### config.mk
export PLATFORM = sky130hd
export DESIGN_NAME = bcd_digit_entry
export DESIGN_NICKNAME = d
export VERILOG_FILES = /design/src/rtl/bcd_digit_entry.sv
export SDC_FILE = /design/constraint.sdc
export NUM_CORES = 1
export LEC_CHECK = 0
export CAP_MARGIN = 10
export CORE_ASPECT_RATIO = 0.6
export CORE_MARGIN = 2
export CORE_UTILIZATION = 53
export CTS_BUF_LIST = sky130_fd_sc_hd__clkbuf_2 sky130_fd_sc_hd__clkbuf_4 sky130_fd_sc_hd__clkbuf_8
export DETAILED_ROUTE_END_ITERATION = 10
export PLACE_DENSITY = 0.82
export SYNTH_ARGS = -nofsm -noshare
export SYNTH_HDL_FRONTEND = slang
export SYNTH_SLANG_ARGS = --single-unit
### constraint.sdc
create_clock -name clk -period 2.1 [get_ports clk]
set_input_delay 0.21 -clock clk [delete_from_list [all_inputs] [get_ports clk]]
set_output_delay 0.21 -clock clk [all_outputs]
set_load 0.01 [all_outputs]
### src/rtl/bcd_digit_entry.sv
// Keypad digit-entry block: collects one-hot decimal keys into a packed BCD
// number and presents it to a consumer with a valid/ready handshake.
module bcd_digit_entry #(
   parameter int  NUM_DIGITS    = 4,
   parameter int  PRIORITY_HIGH = 1,
   localparam int CNT_W         = $clog2(NUM_DIGITS + 1)
) (
   input  logic                    clk,
   input  logic                    rst_n,
   input  logic [9:0]              key_in,
   input  logic                    key_valid,
   output logic                    key_ready,
   input  logic                    enter,
   input  logic                    clear,
   output logic [4*NUM_DIGITS-1:0] bcd_out,
   output logic [CNT_W-1:0]        digit_cnt,
   output logic                    out_valid,
   input  logic                    out_ready,
   output logic                    err,
   output logic                    fsm_state_o
);

   // Handshakes: a key transfers on key_valid & key_ready, the number transfers
   // on out_valid & out_ready; ready/valid are pure decodes of the FSM state.
   typedef enum logic {
      COLLECT = 1'b0,
      HOLD    = 1'b1
   } state_e;

   state_e                  state_q, state_d;
   logic [4*NUM_DIGITS-1:0] bcd_q, bcd_d, bcd_shift;
   logic [CNT_W-1:0]        cnt_q, cnt_d;
   logic                    err_q, err_d;
   logic [3:0]              digit;
   logic [3:0]              ones;
   logic                    key_ok;
   logic                    key_accept;

   always_comb begin
      digit = 4'd0;
      ones  = 4'd0;
      for (int i = 0; i < 10; i++) begin
         if (key_in[i]) begin
            digit = 4'(i);
            ones  = ones + 4'd1;
         end
      end
      key_ok = (ones == 4'd1) || ((ones > 4'd1) && (PRIORITY_HIGH != 0));
   end

   always_comb begin
      bcd_shift      = bcd_q << 4;
      bcd_shift[3:0] = digit;
   end

   assign key_accept = key_valid && (state_q == COLLECT);

   always_comb begin
      state_d = state_q;
      bcd_d   = bcd_q;
      cnt_d   = cnt_q;
      err_d   = err_q;
      if (clear) begin
         state_d = COLLECT;
         bcd_d   = '0;
         cnt_d   = '0;
         err_d   = 1'b0;
      end else begin
         case (state_q)
            COLLECT: begin
               if (key_accept) begin
                  if (!key_ok || (cnt_q == CNT_W'(NUM_DIGITS))) begin
                     err_d = 1'b1;
                  end else begin
                     bcd_d = bcd_shift;
                     cnt_d = cnt_q + CNT_W'(1);
                  end
               end
               // The digit accepted alongside enter is part of the presented number.
               if (enter) begin
                  state_d = HOLD;
               end
            end
            HOLD: begin
               if (out_ready) begin
                  state_d = COLLECT;
                  bcd_d   = '0;
                  cnt_d   = '0;
                  err_d   = 1'b0;
               end
            end
            default: state_d = COLLECT;
         endcase
      end
   end

   always_ff @(posedge clk or negedge rst_n) begin
      if (!rst_n) begin
         state_q <= COLLECT;
         bcd_q   <= '0;
         cnt_q   <= '0;
         err_q   <= 1'b0;
      end else begin
         state_q <= state_d;
         bcd_q   <= bcd_d;
         cnt_q   <= cnt_d;
         err_q   <= err_d;
      end
   end

   assign key_ready   = (state_q == COLLECT);
   assign out_valid   = (state_q == HOLD);
   assign bcd_out     = bcd_q;
   assign digit_cnt   = cnt_q;
   assign err         = err_q;
   assign fsm_state_o = state_q;

endmodule

Yosys cells after proc, flatten, opt, wreduce, memory -nomap -nowiden
Index checks and enable logic that the tools add are counted.
Widths: inputs -> output; s select.

cells by class
  $lt $le $gt $ge = 1
  muxes and demuxes = 38
  $add $sub $neg = 10
  reductions and logical operators = 6
  equality and inequality tests = 6
  bitwise gates (word level) = 1

operator list
  kind                 number
  $mux 16              4
  $mux 4               15
  $add 4x1->4 const B  9
  $pmux 16 s2          1
  $mux 3               4
  $mux 1               9
  $ne 3x1->1 const B   2
  $ne 3x3->1 const B   2
  $pmux 3 s2           1
  $reduce_and 3->1     2
  $eq 4x1->1 const B   1
  $gt 4x1->1 const B   1
  $mux 2               2
  $pmux 1 s2           2
  $add 3x1->3 const B  1
  $eq 3x3->1 const B   1
  $logic_or 1x1->1     2
  $logic_and 1x1->1    1
  $logic_not 1->1      1
  $not 1->1            1

storage, ports and cells
  word-level logic and storage cells = 66
  output and inout port bits = 23
  input port bits = 16
  flip-flop bits (word level) = 21

Logic depth before layout (Yosys ltp)
Gate-level depths: netlist (run 1).

  depth in word-level cells = 27
  mapped depth = 33
  depth with buffers taken out = 31

Worst setup path before layout (run 1)
No wires, ideal clock.

  path kind = input to register
  from = in key_in[0]
  to = reg bcd_q[2] (netlist: bcd_out[2])
  library setup time = 0.127 ns
  buffers on the path = 2
  arrival = 5.623 ns
  cell stages on the path = 32
  slack = -3.650 ns
  data required time = 1.973 ns
  cells stage by stage = inv_1 -> ha_1 -> xor2_1 -> ha_1 -> nand2_1 -> o31ai_1 -> ha_1 -> mux2_2 -> ha_1 -> nand2_1 -> o41ai_1 -> or2_2 -> ha_1 -> nand2b_1 -> o31ai_1 -> inv_1 -> ha_1 -> mux2_2 -> o31ai_1 -> inv_1 -> ha_1 -> nand2_1 -> xnor2_1 -> xnor3_1 -> or3_1 -> o22ai_2 -> nand2b_1 -> mux2i_2 -> nor2b_2 -> buf_6 -> buf_12 -> mux2i_1

between the ends
  longest elaborated chain between the ends = 25

RTL lines
  item                                      RTL line  text
  from (decl)                               10        input logic [9:0] key_in,
  $mux 1 (*)                                43        if (key_in[i]) begin
  $add 4x1->4                               45        ones = ones + 4'd1;
  $mux 4 (*)                                43
  $add 4x1->4                               45
  $mux 4 (*)                                43
  $add 4x1->4                               45
  $mux 4 (*)                                43
  $add 4x1->4                               45
  [9 not listed]                            -
  $add 4x1->4                               45
  $mux 4 (*)                                43
  $gt 4x1->1 or $eq 4x1->1 (tied branches)  48        key_ok = (ones == 4'd1) || ((ones > 4'd1) && (PRIORITY_HIGH != 0));
  $logic_or 1x1->1 (*)                      48
  $logic_not 1->1 (*)                       72        if (!key_ok || (cnt_q == CNT_W'(NUM_DIGITS))) begin
  $logic_or 1x1->1 (*)                      72
  $ne 3x3->1 (no line) (*)                  -
  $reduce_and 3->1 (no line) (*)            -
  to (signal assigned)                      100       bcd_q <= '0;
  to (signal assigned)                      105       bcd_q <= bcd_d;
  to (decl)                                 31        logic [4*NUM_DIGITS-1:0] bcd_q, bcd_d, bcd_shift;

Mark *: on every way between the ends. The rest lies on a longest branch, timed or not.
A chain may end at the register's enable or synchronous reset.

Worst setup path after layout (run 1)
  from = in key_in[1]
  to = reg bcd_q[9] (netlist: bcd_out[9])

between the ends
  longest elaborated chain between the ends = 23

RTL lines
  item                                      RTL line
  $mux 4 (*)                                43
  $add 4x1->4                               45
  $mux 4 (*)                                43
  $add 4x1->4                               45
  $mux 4 (*)                                43
  $add 4x1->4                               45
  $mux 4 (*)                                43
  $add 4x1->4                               45
  [7 not listed]                            -
  $add 4x1->4                               45
  $mux 4 (*)                                43
  $gt 4x1->1 or $eq 4x1->1 (tied branches)  48
  $logic_or 1x1->1 (*)                      48
  $logic_not 1->1 (*)                       72
  $logic_or 1x1->1 (*)                      72
  $ne 3x3->1 (no line) (*)                  -
  $reduce_and 3->1 (no line) (*)            -

Marks and branches as above.

==> impl_metrics.py, run 1 <==
metrics = {
    "final_layout": {
        "fin_area_um2": 3000,
        "layout.nets": 321,
        "num-fill-cells": 142,
        "seq_area_um2": 525.5,
        "most-common-layout-cells": "52 x buf_4, 34 x clkdlybuf4s50_1, 33 x nand2_1",
        "multi_input_area_um2": 1459,
        "area_growth_pct": 61.37,
        "num_antenna_cells": 0,
        "drive_gt1_frac": 0.3618,
        "layout_commonest_cell": "buf_4",
        "final_util": 0.9083,
    },
    "logic_synthesis": {
        "mappedNetlistNets": 231,
        "synth_area_leader_cell": "dfrtp_1",
        "syn_area_um2": 1859,
        "yosys_warnings": 0,
        "synthArstFlopShare": 1.000,
        "syn_area_per_cell_um2": 9.114,
        "ys.flop_type": "dfrtp_1",
        "ys_seq_elements": 21,
        "syn_inst": 204,
        "ys_seq_area_frac": 0.2826,
        "synth_edf_count": 0,
        "synth.top_cell.area_share": 0.2826,
        "ys_types": 46,
        "yosys-top-cells-area": "dfrtp_1 28%, mux2i_1 9.2%, ha_1 7.4%, nand2_1 7.3%, nand2b_1 5.0%",
    },
    "placement": {
        "gp_routability_congestion": 0.8811,
        "port_buffers": 38,
        "place_area_um2": 2708,
        "post-dp-hpwl_mm": 3.735,
        "pre_cts_slack_ns": -4.467,
    },
    "cts": {
        "htreeDepth": 1,
        "clock-sinks": 21,
        "cts_root_buffer": "clkbuf_8",
        "cts_tree": "built",
        "cts_buffers": 3,
        "clock_latency_ns": 0.27,
        "cts.reportedPaths.clkPinSlew_ns": 0.08,
        "clock_path_buffers": 2,
    },
    "drt": {
        "drc": 0,
        "dr.pass1.iters": 5,
        "avgRoutedWirePerCell_um": 17.74,
        "dr_total_vias": 1960,
        "drt-initial-drc-count": 73,
        "viasPerCell": 5.799,
        "ant_nets": 0,
        "drt_wl_total_mm": 5.997,
    },
    "floorplanning": {
        "core_um2": 3303,
        "dieArea_um2": 4014,
        "die_x_um": 80.47,
        "fp-row-count": 16,
        "dieHeight_um": 49.88,
        "start_util": 0.5629,
        "io_pins": 39,
    },
    "setup_path": {
        "crit_path_end_kind": "flip-flop",
        "worst_path_most_repeated_cell": "ha_4",
        "slowest_stage": "or3_1",
        "start_kind": "primary input",
        "worstPathRequired_ns": 2.28,
        "max_stage_delay_ns": 0.41,
        "path_max_fanout": 8,
        "cp.arrival_ns": 5.57,
        "path_class": "in2reg",
    },
    "timing": {
        "worstMarginPinSlew_ns": 0.4156,
        "worst_slack_ns": -3.285,
        "fmax_mhz": 185.7,
        "grt_setup_unrepaired": "true",
        "setup_viol": 20,
        "finalHoldViolCount": 0,
        "fin_crit_sh": 2.564,
        "finalSetupTns_ns": -64.82,
        "fin_crit_ns": 5.385,
        "slew_viol_final": 0,
        "fin_worst_skew_ns": 0.008884,
        "slew_headroom": 0.7204,
    },
    "power": {
        "p_leak_nw": 1.360,
        "vdd_drop_max_mv": 0.6450,
        "pwr_density_cell_nw_per_um2": 795.6,
    },
    "grt": {
        "antenna_found_initial": 0,
        "grt_pass1_wl_mm": 9.066,
        "grt_pass1_vias": 1913,
        "grt_overflow_total": 0,
        "grt_max_degree": 22,
        "grt_usage": 0.2930,
    },
    "hold_path": {
        "hp-class": "in2async",
    },
    "outcome": {
        "status": "finished, violations left",
        "violations": "setup timing",
    },
    "run": {
        "cap_violations": 0,
    },
}
repair_timing:
| action | 4_1_cts | 5_1_grt |
|---|---|---|
| pin swaps | 15 | 10 |
| endpoints found under the setup margin | 20 | 20 |
| hold buffers | 0 | 0 |
| resized for setup | 22 | 16 |
| cloned | 1 | 0 |
| endpoints found under the hold margin | 0 | 0 |
| setup buffers | 8 | 3 |
synthesized netlist by cell type (2+ instances only):
master,count
nand2_1,36
dfrtp_1,21
mux2i_1,17
nand2b_1,15
nor2_1,14
ha_1,11
inv_1,10
xnor2_1,7
a21oi_1,6
clkbuf_1,5
xor2_1,5
o21ai_0,4
o31ai_1,4
or2_2,4
nand3_1,3
o211ai_1,3
o21bai_1,3
xnor3_1,3
a31oi_1,2
buf_6,2
mux2_2,2
nand3b_1,2
xnor2_2,2
kinds of logic (layout without fill, tap and decap cells):
group,Yosys count,in the layout,share of synthesized area
DFF,21,21,0.2826
AOI/OAI and AO/OA,29,29,0.1077
buffers and inverters,20,109,0.05989
adders and majority gates,11,11,0.07402
xor gates and xnor gates,20,20,0.1454
muxes,20,20,0.1110
and+or+nand+nor,83,83,0.2194
stage by stage:
step | hold WS (ns) | instances | power, mW
final | 0.2973 | 338 | 2.387
after global routing | 0.3302 | 338 | 2.516
after CTS | 0.3109 | 336 | 2.200
after detailed placement | 0.4724 | 323 | 1.735
after global placement | 0.4588 | 323 | 1.685
after floorplan | -0.08559 | 204 | 1.328
path summary, 6_finish.rpt:
kind / start / endpoint / slack, ns / depth (start not counted)
max in group asynchronous: rst_n / bcd_out[4] / 1.57 / 2
min in group clk: err / err / 0.49 / 2
hold reg to reg: err / err / 0.49 / 2
setup reg to reg: digit_cnt[1] / digit_cnt[2] / 0.29 / 7
hold / removal: rst_n / bcd_out[12] / 0.30 / 2
setup / recovery: key_in[1] / bcd_out[9] / -3.29 / 32
layer usage:
metal  part of all wire  global-route usage  vias up
met5                  0                   0        -
met4              0.034             0.07627        0
met3              0.067             0.06044       33
met2               0.46              0.4736      112
met1               0.44              0.4011      941
li1                   -                   -      874
sequential cells by signal (all words and copies together), names as in the netlist:
| signal | flops |
|---|---|
| bcd_out | 16 |
| digit_cnt | 3 |
| fsm_state_o | 1 |
| err | 1 |
worst max-delay path, delay by kind of cell:
kind	cells	cell delay, ns
xor gates and xnor gates	3	0.57
muxes	4	1.02
and+or+nand+nor	8	1.23
AOI/OAI and AO/OA	5	0.43
adders and majority gates	7	1.68
buffers and inverters	5	0.43
final cells by class:
| type | instances | area share |
|---|---|---|
| Clock buffer | 3 | 0.01376 |
| Clock inverter | 1 | 0.001668 |
| Inverter | 10 | 0.01668 |
| Multi-Input combinational cell | 163 | 0.4862 |
| Sequential cell | 21 | 0.1751 |
| Tap cell | 45 | 0.01877 |
| Timing Repair Buffer | 95 | 0.2877 |
report_power, final:
group	total, mW	internal, mW	switching [mW]
sequential	0.461	0.436	0.0249
clock	0.273	0.133	0.141
combinational	1.65	0.914	0.739
(Power assumes the default switching activity.)
==> run 2: changes to the inputs <==
--- a/config.mk
+++ b/config.mk
@@ -5,13 +5,15 @@
 export SDC_FILE = /design/constraint.sdc
 export NUM_CORES = 1
 export LEC_CHECK = 0
+export ABC_AREA = 1
 export CAP_MARGIN = 10
 export CORE_ASPECT_RATIO = 0.6
 export CORE_MARGIN = 2
 export CORE_UTILIZATION = 53
 export CTS_BUF_LIST = sky130_fd_sc_hd__clkbuf_2 sky130_fd_sc_hd__clkbuf_4 sky130_fd_sc_hd__clkbuf_8
 export DETAILED_ROUTE_END_ITERATION = 10
-export PLACE_DENSITY = 0.82
+export PLACE_DENSITY = 0.88
+export REMOVE_ABC_BUFFERS = 1
 export SYNTH_ARGS = -nofsm -noshare
 export SYNTH_HDL_FRONTEND = slang
 export SYNTH_SLANG_ARGS = --single-unit
==> impl_metrics.py, run 2 <==
metrics = {
    "placement": {
        "gp_routability_congestion": 0.8798,
        "dp_cells": 417,
        "port_buffers": 38,
        "place_area_um2": 2653,
        "post-dp-hpwl_mm": 4.385,
    },
    "cts": {
        "cts_buffers": 3,
        "cts_root_buffer": "clkbuf_8",
        "clock-sinks": 21,
        "htreeDepth": 1,
        "clock_path_buffers": 2,
    },
    "logic_synthesis": {
        "syn_inst": 295,
        "synth.top_cell.area_share": 0.2745,
        "synth_area_leader_cell": "dfrtp_1",
        "synth_edf_count": 0,
        "syn_area_um2": 1914,
        "yosys-top-cells-count": "94 x nand2_1, 38 x inv_1, 38 x nand3_1",
        "ys_types": 26,
        "ys_seq_elements": 21,
        "yosys-top-cells-area": "dfrtp_1 27%, nand2_1 18%, nand3_1 9.9%, inv_1 7.5%, ha_1 7.2%",
        "yosys_warnings": 0,
        "synth_most_common_cell": "nand2_1",
        "ys_seq_area_frac": 0.2745,
        "ys.flop_type": "dfrtp_1",
        "synthArstFlopShare": 1.000,
        "syn_area_per_cell_um2": 6.489,
    },
    "floorplanning": {
        "die_x_um": 81.59,
        "start_util": 0.5692,
        "dieHeight_um": 50.56,
        "fp-row-count": 16,
        "io_pins": 39,
    },
    "grt": {
        "grt_max_degree": 22,
        "grt_pass1_wl_mm": 18.35,
        "grt_overflow_total": 2,
        "grt_usage": 0.6211,
        "grt_pass1_vias": 3443,
    },
    "outcome": {
        "lastStage": "5_1_grt",
        "error": "[ERROR GRT-0116] Global routing finished with congestion. Check the congestion regions in the DRC Viewer.",
        "status": "stopped before the end",
    },
}
[run 2: repair_timing]
item / 4_1_cts
gates cloned: 3
pin swaps: 39
buffers inserted: 36
hold buffers: 0
resized for setup: 61
setup endpoints to repair: 20
[run 2: kinds of logic after synthesis]
family / after synthesis / synth area share
and+or+nand+nor: 200 / 0.5072
adders and majority gates: 11 / 0.07189
buffers and inverters: 51 / 0.1111
xor gates and xnor gates: 1 / 0.004576
DFF: 21 / 0.2745
AOI/OAI and AO/OA: 11 / 0.03072
[run 2: metal layers]
layer  overflow  global-route usage
met5          0              0.1571
met4          1              0.5250
met3          0              0.4820
met2          1              0.8033
met1          0              0.6336
[run 2: per-stage QoR]
stage,setup WS (ns),utilization,TNS [ns]
after global placement,-3.353,0.7887,-66.33
after floorplan,-2.850,-,-56.28
after CTS,-2.261,0.9513,-44.62
after detailed placement,-3.559,0.7887,-70.38
==> run 3: changes to the inputs <==
==> config.mk (replaced) <==
export PLATFORM = sky130hd
export DESIGN_NAME = bcd_digit_entry
export DESIGN_NICKNAME = d
export VERILOG_FILES = /design/src/rtl/bcd_digit_entry.sv
export SDC_FILE = /design/constraint.sdc
export NUM_CORES = 1
export LEC_CHECK = 0
export ABC_AREA = 1
export CAP_MARGIN = 10
export CORE_MARGIN = 2
export CORE_UTILIZATION = 40
export DETAILED_ROUTE_END_ITERATION = 10
export PLACE_DENSITY_LB_ADDON = 0.15
export REMOVE_ABC_BUFFERS = 1
export SYNTH_ARGS = -nofsm -noshare
export SYNTH_HDL_FRONTEND = slang
export SYNTH_SLANG_ARGS = --single-unit
==> impl_metrics.py, run 3 <==
metrics = {
    "timing": {
        "finalSetupTns_ns": -45.68,
        "grt_setup_unrepaired": "true",
        "fmax_mhz": 225.2,
        "setup_viol": 20,
        "fin_worst_skew_ns": 0.009365,
        "slew_headroom": 0.5029,
        "hold_ws_ns": 0.2857,
        "finalHoldViolCount": 0,
        "fin_crit_ns": 4.440,
        "fin_crit_sh": 2.114,
        "worstMarginPinSlew_ns": 0.7448,
        "slew_viol_final": 0,
        "worst_slack_ns": -2.340,
    },
    "drt": {
        "avgRoutedWirePerCell_um": 15.46,
        "ant_nets": 0,
        "dr.pass1.iters": 5,
        "viasPerCell": 5.429,
        "drc": 0,
        "drt_wl_total_mm": 7.500,
        "drt-initial-drc-count": 172,
        "dr_total_vias": 2633,
    },
    "grt": {
        "grt_max_degree": 22,
        "grt_pass1_wl_mm": 10.90,
        "grt_usage": 0.2591,
        "grt_overflow_total": 0,
        "antenna_found_initial": 0,
        "grt_pass1_vias": 2502,
    },
    "final_layout": {
        "layout.nets": 459,
        "num_antenna_cells": 0,
        "most-common-layout-cells": "91 x buf_4, 56 x nand2_1, 42 x nand2_2",
        "largest_register_ffs": 16,
        "multi_input_area_um2": 1590,
        "num-fill-cells": 317,
        "layout_commonest_cell": "buf_4",
        "area_growth_pct": 87.12,
        "drive_gt1_frac": 0.4988,
        "final_util": 0.7686,
        "seq_area_um2": 525.5,
    },
    "run": {
        "cap_violations": 0,
    },
    "setup_path": {
        "start_kind": "primary input",
        "reg2reg_slack_ns": 0.38,
        "path_max_fanout": 7,
        "max_stage_delay_ns": 0.27,
        "rr_worst_depth": 6,
        "worstPathRequired_ns": 2.30,
        "slowest_stage": "ha_4",
        "path_class": "in2reg",
        "rr_endpoint": "bcd_out[2]",
        "worst_path_most_repeated_cell": "nand2_4",
        "reg2reg_from": "fsm_state_o",
        "crit_path_end": "digit_cnt[2]",
        "cp.arrival_ns": 4.64,
        "crit_path_end_kind": "flip-flop",
        "critical_path.startpoint": "key_in[0]",
    },
    "logic_synthesis": {
        "ys_types": 26,
        "syn_area_um2": 1914,
        "ys.flop_type": "dfrtp_1",
        "yosys-top-cells-count": "94 x nand2_1, 38 x inv_1, 38 x nand3_1",
        "synth_most_common_cell": "nand2_1",
        "yosys-top-cells-area": "dfrtp_1 27%, nand2_1 18%, nand3_1 9.9%, inv_1 7.5%, ha_1 7.2%",
        "ys_seq_elements": 21,
        "synthArstFlopShare": 1.000,
        "syn_area_per_cell_um2": 6.489,
        "synth.top_cell.area_share": 0.2745,
        "yosys_warnings": 0,
        "syn_inst": 295,
        "ys_seq_area_frac": 0.2745,
        "synth_edf_count": 0,
        "synth_area_leader_cell": "dfrtp_1",
    },
    "power": {
        "switching_share": 0.4071,
        "power.total_mw": 2.083,
        "switchingPower_mw": 0.8482,
        "intPower_mw": 1.235,
        "p_leak_nw": 1.905,
        "vdd_drop_max_mv": 0.4356,
        "seqPwrFrac": 0.213,
        "clockPowerShare": 0.129,
        "pwr-share-comb": 0.657,
        "pwr_density_cell_nw_per_um2": 581.6,
    },
    "floorplanning": {
        "start_util": 0.4107,
        "io_pins": 39,
        "fp-row-count": 25,
        "die_x_um": 73.18,
        "dieHeight_um": 73.18,
        "dieArea_um2": 5355,
        "core_um2": 4661,
    },
    "cts": {
        "clock_path_buffers": 2,
        "cts_hold_buf": 0,
        "cts_tree": "built",
        "clock-sinks": 21,
        "clock_latency_ns": 0.27,
        "cts_root_buffer": "clkbuf_8",
        "cts_buffers": 3,
        "cts.reportedPaths.clkPinSlew_ns": 0.08,
        "htreeDepth": 1,
    },
    "hold_path": {
        "hp-class": "in2async",
    },
    "outcome": {
        "violations": "setup timing",
        "status": "finished, violations left",
    },
    "placement": {
        "port_buffers": 38,
        "gp_routability_congestion": 0.7791,
        "post-dp-hpwl_mm": 3.680,
    },
}
-- run 3: cell type report --
cell class                      instances  area share
Clock buffer                            3     0.01153
Clock inverter                          1    0.002096
Inverter                               43     0.04855
Multi-Input combinational cell        226      0.4439
Sequential cell                        21      0.1467
Tap cell                               54     0.01886
Timing Repair Buffer                  137      0.3283
-- run 3: layer usage --
metal / GRT usage / wire length, um
met5: 0 / 0
met4: 0.1255 / 363
met3: 0.04282 / 439
met2: 0.4605 / 3779
met1: 0.2985 / 2917
-- run 3: cell families after synthesis --
group,share of synthesized area
AOI/OAI and AO/OA,0.03072
and+or+nand+nor,0.5072
buffers and inverters,0.1111
adders and majority gates,0.07189
DFF,0.2745
xor gates and xnor gates,0.004576
-- run 3: critical path: cells and delay by family --
kind / cells / cell delay [ns]
buffers and inverters: 6 / 0.40
adder cells (fa/ha/maj): 8 / 1.69
XOR/XNOR: 1 / 0.25
AND/OR/NAND/NOR: 21 / 2.10
-- run 3: worst min-delay path by stage --
stage	from	end	depth (start not counted)
4_1_cts	rst_n	bcd_out[11]	2
3_3_place_gp	bcd_out[13]	bcd_out[13]	2
5_1_grt	rst_n	bcd_out[11]	2
6_report	rst_n	bcd_out[11]	2
3_5_place_dp	bcd_out[12]	bcd_out[12]	2
2_1_floorplan	rst_n	bcd_out[0]	0
-- run 3: power groups by stage --
| stage | Combinational (mW) | Clock (mW) | Sequential (mW) |
|---|---|---|---|
| after floorplan | 0.426 | 0 | 0.460 |
| after global placement | 0.724 | 0 | 0.452 |
| after detailed placement | 0.734 | 0 | 0.452 |
| after CTS | 1.05 | 0.276 | 0.444 |
| after global routing | 1.47 | 0.289 | 0.448 |
| final | 1.37 | 0.269 | 0.445 |
-- run 3: what timing repair did --
item                                    4_1_cts  5_1_grt
gates resized for setup                      51       73
buffers inserted                             59        7
pin swaps                                    46       43
cloned                                        2        2
endpoints found under the setup margin       20       20
-- run 3: stage by stage --
step | std cells | area [um2] | setup WS [ns]
after floorplan | 287 | 1863 | -2.850
after global placement | 423 | 2641 | -3.404
after detailed placement | 423 | 2641 | -3.498
after CTS | 485 | 3292 | -2.288
after global routing | 485 | 3582 | -2.492
final | 485 | 3582 | -2.340
